## src/rtl/rv_lsu.sv

```systemverilog
// Load/store unit: turns a MEM-stage access into a request/grant/rvalid bus transaction and stalls the pipeline until it finishes.
// Optional bus watchdog is built when RV_LSU_TIMEOUT_EN is defined.
module rv_lsu #(
  parameter int TIMEOUT = 255
) (
  input  logic        clk,
  input  logic        rst,
  input  logic        mem_read_i,
  input  logic        mem_write_i,
  input  logic [2:0]  funct3_i,
  input  logic [63:0] addr_i,
  input  logic [63:0] wdata_i,
  output logic        stall_o,
  output logic [63:0] rdata_o,
  output logic        rdata_valid_o,
  output logic        misalign_o,
  output logic        err_o,
  output logic        bus_req_o,
  output logic        bus_we_o,
  output logic [63:0] bus_addr_o,
  output logic [7:0]  bus_be_o,
  output logic [63:0] bus_wdata_o,
  input  logic        bus_gnt_i,
  input  logic        bus_rvalid_i,
  input  logic [63:0] bus_rdata_i
);

  typedef enum logic [1:0] {IDLE, REQ, WAIT_R, DONE} state_t;

  state_t      state;
  logic [2:0]  f3_q;
  logic [2:0]  a_q;
  logic        req;
  logic        bad;
  logic        start;
  logic        expire;
  logic [2:0]  a;
  logic [7:0]  be_n;
  logic [63:0] mask;
  logic [63:0] wd_n;
  logic [63:0] shifted;
  logic [63:0] ext;

  assign req = mem_read_i | mem_write_i;
  assign a   = addr_i[2:0];

  always_comb begin
    bad = 1'b0;
    case (funct3_i[1:0])
      2'b00:   bad = 1'b0;
      2'b01:   bad = a[0];
      2'b10:   bad = |a[1:0];
      default: bad = |a;
    endcase
    if (funct3_i == 3'b111) bad = 1'b1;
  end

  assign start      = (state == IDLE) && req && !bad;
  assign misalign_o = (state == IDLE) && req && bad;
  assign stall_o    = start || (state == REQ) || (state == WAIT_R);
  assign bus_req_o  = (state == REQ);

  // Store data is masked to the access size so bytes outside the enables are zero.
  always_comb begin
    be_n = 8'h00;
    mask = 64'h0;
    case (funct3_i[1:0])
      2'b00:   begin be_n = 8'h01 << a; mask = 64'h0000_0000_0000_00FF; end
      2'b01:   begin be_n = 8'h03 << a; mask = 64'h0000_0000_0000_FFFF; end
      2'b10:   begin be_n = 8'h0F << a; mask = 64'h0000_0000_FFFF_FFFF; end
      default: begin be_n = 8'hFF;      mask = 64'hFFFF_FFFF_FFFF_FFFF; end
    endcase
    wd_n = (wdata_i & mask) << {a, 3'b000};
  end

  always_comb begin
    shifted = bus_rdata_i >> {a_q, 3'b000};
    case (f3_q)
      3'b000:  ext = {{56{shifted[7]}},  shifted[7:0]};
      3'b001:  ext = {{48{shifted[15]}}, shifted[15:0]};
      3'b010:  ext = {{32{shifted[31]}}, shifted[31:0]};
      3'b100:  ext = {56'b0, shifted[7:0]};
      3'b101:  ext = {48'b0, shifted[15:0]};
      3'b110:  ext = {32'b0, shifted[31:0]};
      default: ext = shifted;
    endcase
  end

`ifdef RV_LSU_TIMEOUT_EN
  localparam int CW = $clog2(TIMEOUT + 1);
  localparam logic [CW-1:0] TO_LAST = CW'(TIMEOUT - 1);

  logic [CW-1:0] cnt;

  // Cleared on entry to REQ and to WAIT_R, so each wait phase gets its own budget.
  always_ff @(posedge clk) begin
    if (rst) begin
      cnt <= '0;
    end else if ((state == IDLE) || ((state == REQ) && bus_gnt_i)) begin
      cnt <= '0;
    end else if ((state == REQ) || (state == WAIT_R)) begin
      cnt <= cnt + CW'(1);
    end
  end

  assign expire = (((state == REQ) && !bus_gnt_i) || ((state == WAIT_R) && !bus_rvalid_i))
                  && (cnt == TO_LAST);
  assign err_o  = expire;
`else
  // TIMEOUT has no effect without the watchdog.
  logic unused_timeout;
  assign unused_timeout = (TIMEOUT > 0);
  assign expire = 1'b0;
  assign err_o  = 1'b0;
`endif

  always_ff @(posedge clk) begin
    if (rst) begin
      state         <= IDLE;
      f3_q          <= 3'b000;
      a_q           <= 3'b000;
      bus_we_o      <= 1'b0;
      bus_addr_o    <= 64'h0;
      bus_be_o      <= 8'h00;
      bus_wdata_o   <= 64'h0;
      rdata_o       <= 64'h0;
      rdata_valid_o <= 1'b0;
    end else begin
      rdata_valid_o <= 1'b0;
      case (state)
        IDLE: begin
          if (start) begin
            f3_q        <= funct3_i;
            a_q         <= a;
            bus_we_o    <= mem_write_i;
            bus_addr_o  <= {addr_i[63:3], 3'b000};
            bus_be_o    <= be_n;
            bus_wdata_o <= wd_n;
            state       <= REQ;
          end
        end
        REQ: begin
          if (bus_gnt_i) begin
            state <= bus_we_o ? DONE : WAIT_R;
          end else if (expire) begin
            state <= DONE;
          end
        end
        WAIT_R: begin
          if (bus_rvalid_i) begin
            rdata_o       <= ext;
            rdata_valid_o <= 1'b1;
            state         <= DONE;
          end else if (expire) begin
            state <= DONE;
          end
        end
        default: state <= IDLE;
      endcase
    end
  end

endmodule

```

## config.mk

```make
export PLATFORM = sky130hd
export DESIGN_NAME = rv_lsu
export DESIGN_NICKNAME = d
export VERILOG_FILES = /design/src/rtl/rv_lsu.sv
export SDC_FILE = /design/constraint.sdc
export NUM_CORES = 1
export LEC_CHECK = 0
export ABC_AREA = 1
export CAP_MARGIN = 20
export CORE_AREA = 2 2 161 163
export CTS_CLUSTER_DIAMETER = 200
export CTS_CLUSTER_SIZE = 16
export DETAILED_ROUTE_END_ITERATION = 8
export DIE_AREA = 0 0 163 165
export PLACE_DENSITY = 0.86
export SYNTH_ARGS = -nofsm -noshare
export SYNTH_HDL_FRONTEND = slang
export SYNTH_SLANG_ARGS = --single-unit
```

## constraint.sdc

```tcl
create_clock -name clk -period 2.1 [get_ports clk]
set_clock_uncertainty 0.1 [all_clocks]
set_input_delay 0.42 -clock clk [delete_from_list [all_inputs] [get_ports clk]]
set_output_delay 0.42 -clock clk [all_outputs]
set_load 0.01 [all_outputs]
```

==> qor.csv <==
metric,value,unit
Area Growth Syn to Fin,45.9,%
largest net degree at the start of global routing,78,
clock-pin slew on the worst setup and hold paths,80,ps
"Arr. time, crit path",1550,ps
number of enable flip-flop cells after synthesis,0,
Detailed Place HPWL,35.3,mm
number of cell rows,58,
internal power,9610,µW
Vias,14128,
final antenna-violating net count,0,
Rel. slew slack,59.2,%
post-synth cell types,35,
vias in the first global route,13063,
ys async rst share,0,%
cell taking the most area after synthesis,dfxtp_1,
startpoint types,register,
status,finished clean,
Clock Sinks,207,
P_leak,0.00735,µW
# DRC,0,
Total GRT Usage,33.2,%
RSZ-0062 raised after global routing,true,
syn avg cell area,6.15,µm²
die footprint,26900,µm²
"Seq/Total Area, Yosys",36.2,%
Tot Pwr,16000,µW
Num CTS Buffers,16,
final cell count without fillers,2582,
initial antenna violation count,4,
routed vias/inst,5.47,
H-tree depth,1,
"commonest non-fill, non-tap cells in the layout","525 x nand2_1, 394 x clkdlybuf4s50_1, 339 x nor2_1, 210 x o21ai_0, 205 x dfxtp_1",
top post-synthesis cells by area,"dfxtp_1 36%, nand2_1 17%, nor2_1 11%, o21ai_0 9.2%, nand3_1 8.6%",
WL final,46.5,mm
GP Congestion,0.994,
NetSw,6380,µW
clock buffer depth,3,
Core Region,25000,µm²
Initial Utilization,45.7,%
clock network fraction of total power,17.7,%
gr ovfl total,0,
Sw Share,39.9,%
worst min-delay path category,primary input to register,
design area,16700,µm²
Nets,2460,
Setup CP Type,register to output pin,
CP endpoint kind,output pin,
Yosys top cell area share,36.2,%
die width,163,µm
Worst Path Max Fanout,2,
number of max-cap violations,0,
WHS,270,ps
fin crit share,98.4,%
Total Neg Setup Slack,0,ps
die height,165,µm
fin. max-slew vios,0,
Synth Cell Area,11400,µm²
Mapped Cells,1862,
worst skew pair latency,490,ps
Pre-Repair DR Iteration Count,8,
Seq pwr share,32.2,%
FILL cells,2147,
maximum clock frequency,484,MHz
DR iter-0 viols,1568,
placed cell count,2559,
Gate power share,50.1,%
endpoints failing hold,0,
Yosys reg bits,207,
"commonest non-fill, non-tap cell in the layout",nand2_1,
# port buffers,402,
Syn. warnings,0,
first-pass GRT wire length,70.5,mm
CP required,1580,ps
CTS tree,done,
Hold Buf Count CTS,0,
PD cells,958,nW/µm²
wire per inst,18.0,µm
Worst VDD drop,0.723,mV
placed inst area,16200,µm²
clock root buffer,clkbuf_16,
post-route minimum period,2070,ps
slew of the pin with the lowest slew margin,611,ps
Boundary Pins,407,
share of post-route cells with drive strength above 1,7.16,%
Final Setup Violations,0,
Main synth FF type,dfxtp_1,
power groups by stage:
stage / clock, µW / sequential (µW) / combinational, µW
detailed placement: 0 / 5220 / 7670
global route: 3010 / 5220 / 8710
CTS: 2870 / 5150 / 7770
finish: 2830 / 5150 / 8010
floorplan: 0 / 5460 / 3830
global placement: 0 / 5200 / 7530
flip-flops by register name, indices dropped and copies added, names as in the netlist:
name and flops:
f3_q 3, rdata_valid_o 1, bus_be_o 8, bus_addr_o 61, bus_we_o 1, state 2
a_q 3, rdata_o 64, bus_wdata_o 64
timing repair:
item,in CTS,in global routing
pin swaps,3,2
setup buffers,1,1
setup endpoints to repair,142,88
resized for setup,31,12
synthesized netlist by cell type, types with 2 or more instances:
master / instances
clkinv_1: 2
a211oi_2: 2
buf_1: 16
o21a_1: 10
nor3_1: 5
nor2_1: 341
a22oi_1: 3
buf_2: 59
o211ai_1: 18
nand2_2: 2
nand3_2: 2
buf_4: 12
dfxtp_1: 207
a21oi_1: 92
nand4_1: 2
ha_1: 10
o21ai_0: 210
inv_1: 75
nand3_1: 196
inv_2: 8
nand2_1: 526
buf_6: 3
clkbuf_1: 49
cell families after synthesis:
| family | Yosys count | synth area share [%] |
|---|---|---|
| buffers and inverters | 225 | 8.63 |
| DFF | 207 | 36.2 |
| other | 1 | 0.0328 |
| and+or+nand+nor | 1081 | 38.4 |
| muxes | 1 | 0.0874 |
| adders and majority gates | 10 | 1.09 |
| AOI/OAI and AO/OA | 337 | 15.6 |
per-stage QoR:
| stage | util, % | setup slack (ps) |
|---|---|---|
| 2_1_floorplan | - | 142 |
| 3_3_place_gp | 64.6 | -798 |
| 3_5_place_dp | 64.6 | -829 |
| 4_1_cts | 66.4 | -49.2 |
| 5_1_grt | 66.7 | -39.1 |
| 6_report | 66.7 | 33.4 |
path summary, 6_finish.rpt:
path	startpoint	to	slack, ps	cells past startpoint
max	state[0]	stall_o	30	7
min	addr_i[0]	a_q[0]	270	3
max reg2reg	state[1]	bus_wdata_o[62]	110	12
min reg2reg	bus_be_o[3]	bus_be_o[3]	370	2
final cells by class:
| class | count | area (µm²) | share of cell area, % |
|---|---|---|---|
| Antenna cell | 3 | 7.51 | 0.0449 |
| Clock buffer | 18 | 429 | 2.57 |
| Inverter | 86 | 327 | 1.96 |
| Multi-Input combinational cell | 1433 | 6390 | 38.3 |
| Sequential cell | 207 | 4150 | 24.8 |
| Tap cell | 330 | 413 | 2.47 |
| Timing Repair Buffer | 505 | 4990 | 29.9 |
routing by layer:
layer | share of wire (%) | up-vias | track usage [%] | routed length, µm
met3 | 11 | 141 | 6.65 | 5060
met1 | 38 | 6351 | 41.1 | 17700
li1 | - | 6757 | - | -
met2 | 46 | 879 | 55.5 | 21400
met4 | 4.9 | 0 | 15.5 | 2300
met5 | 0 | - | 0 | 0
worst max-delay path, cell delays in order, from the launching register on:
cell and delay (ps):
dfxtp_2 340, inv_2 50, buf_4 130, ha_4 160, nor2_4 110, buf_4 110
nand2_2 50, buf_6 120
(Power assumes the default switching activity.)
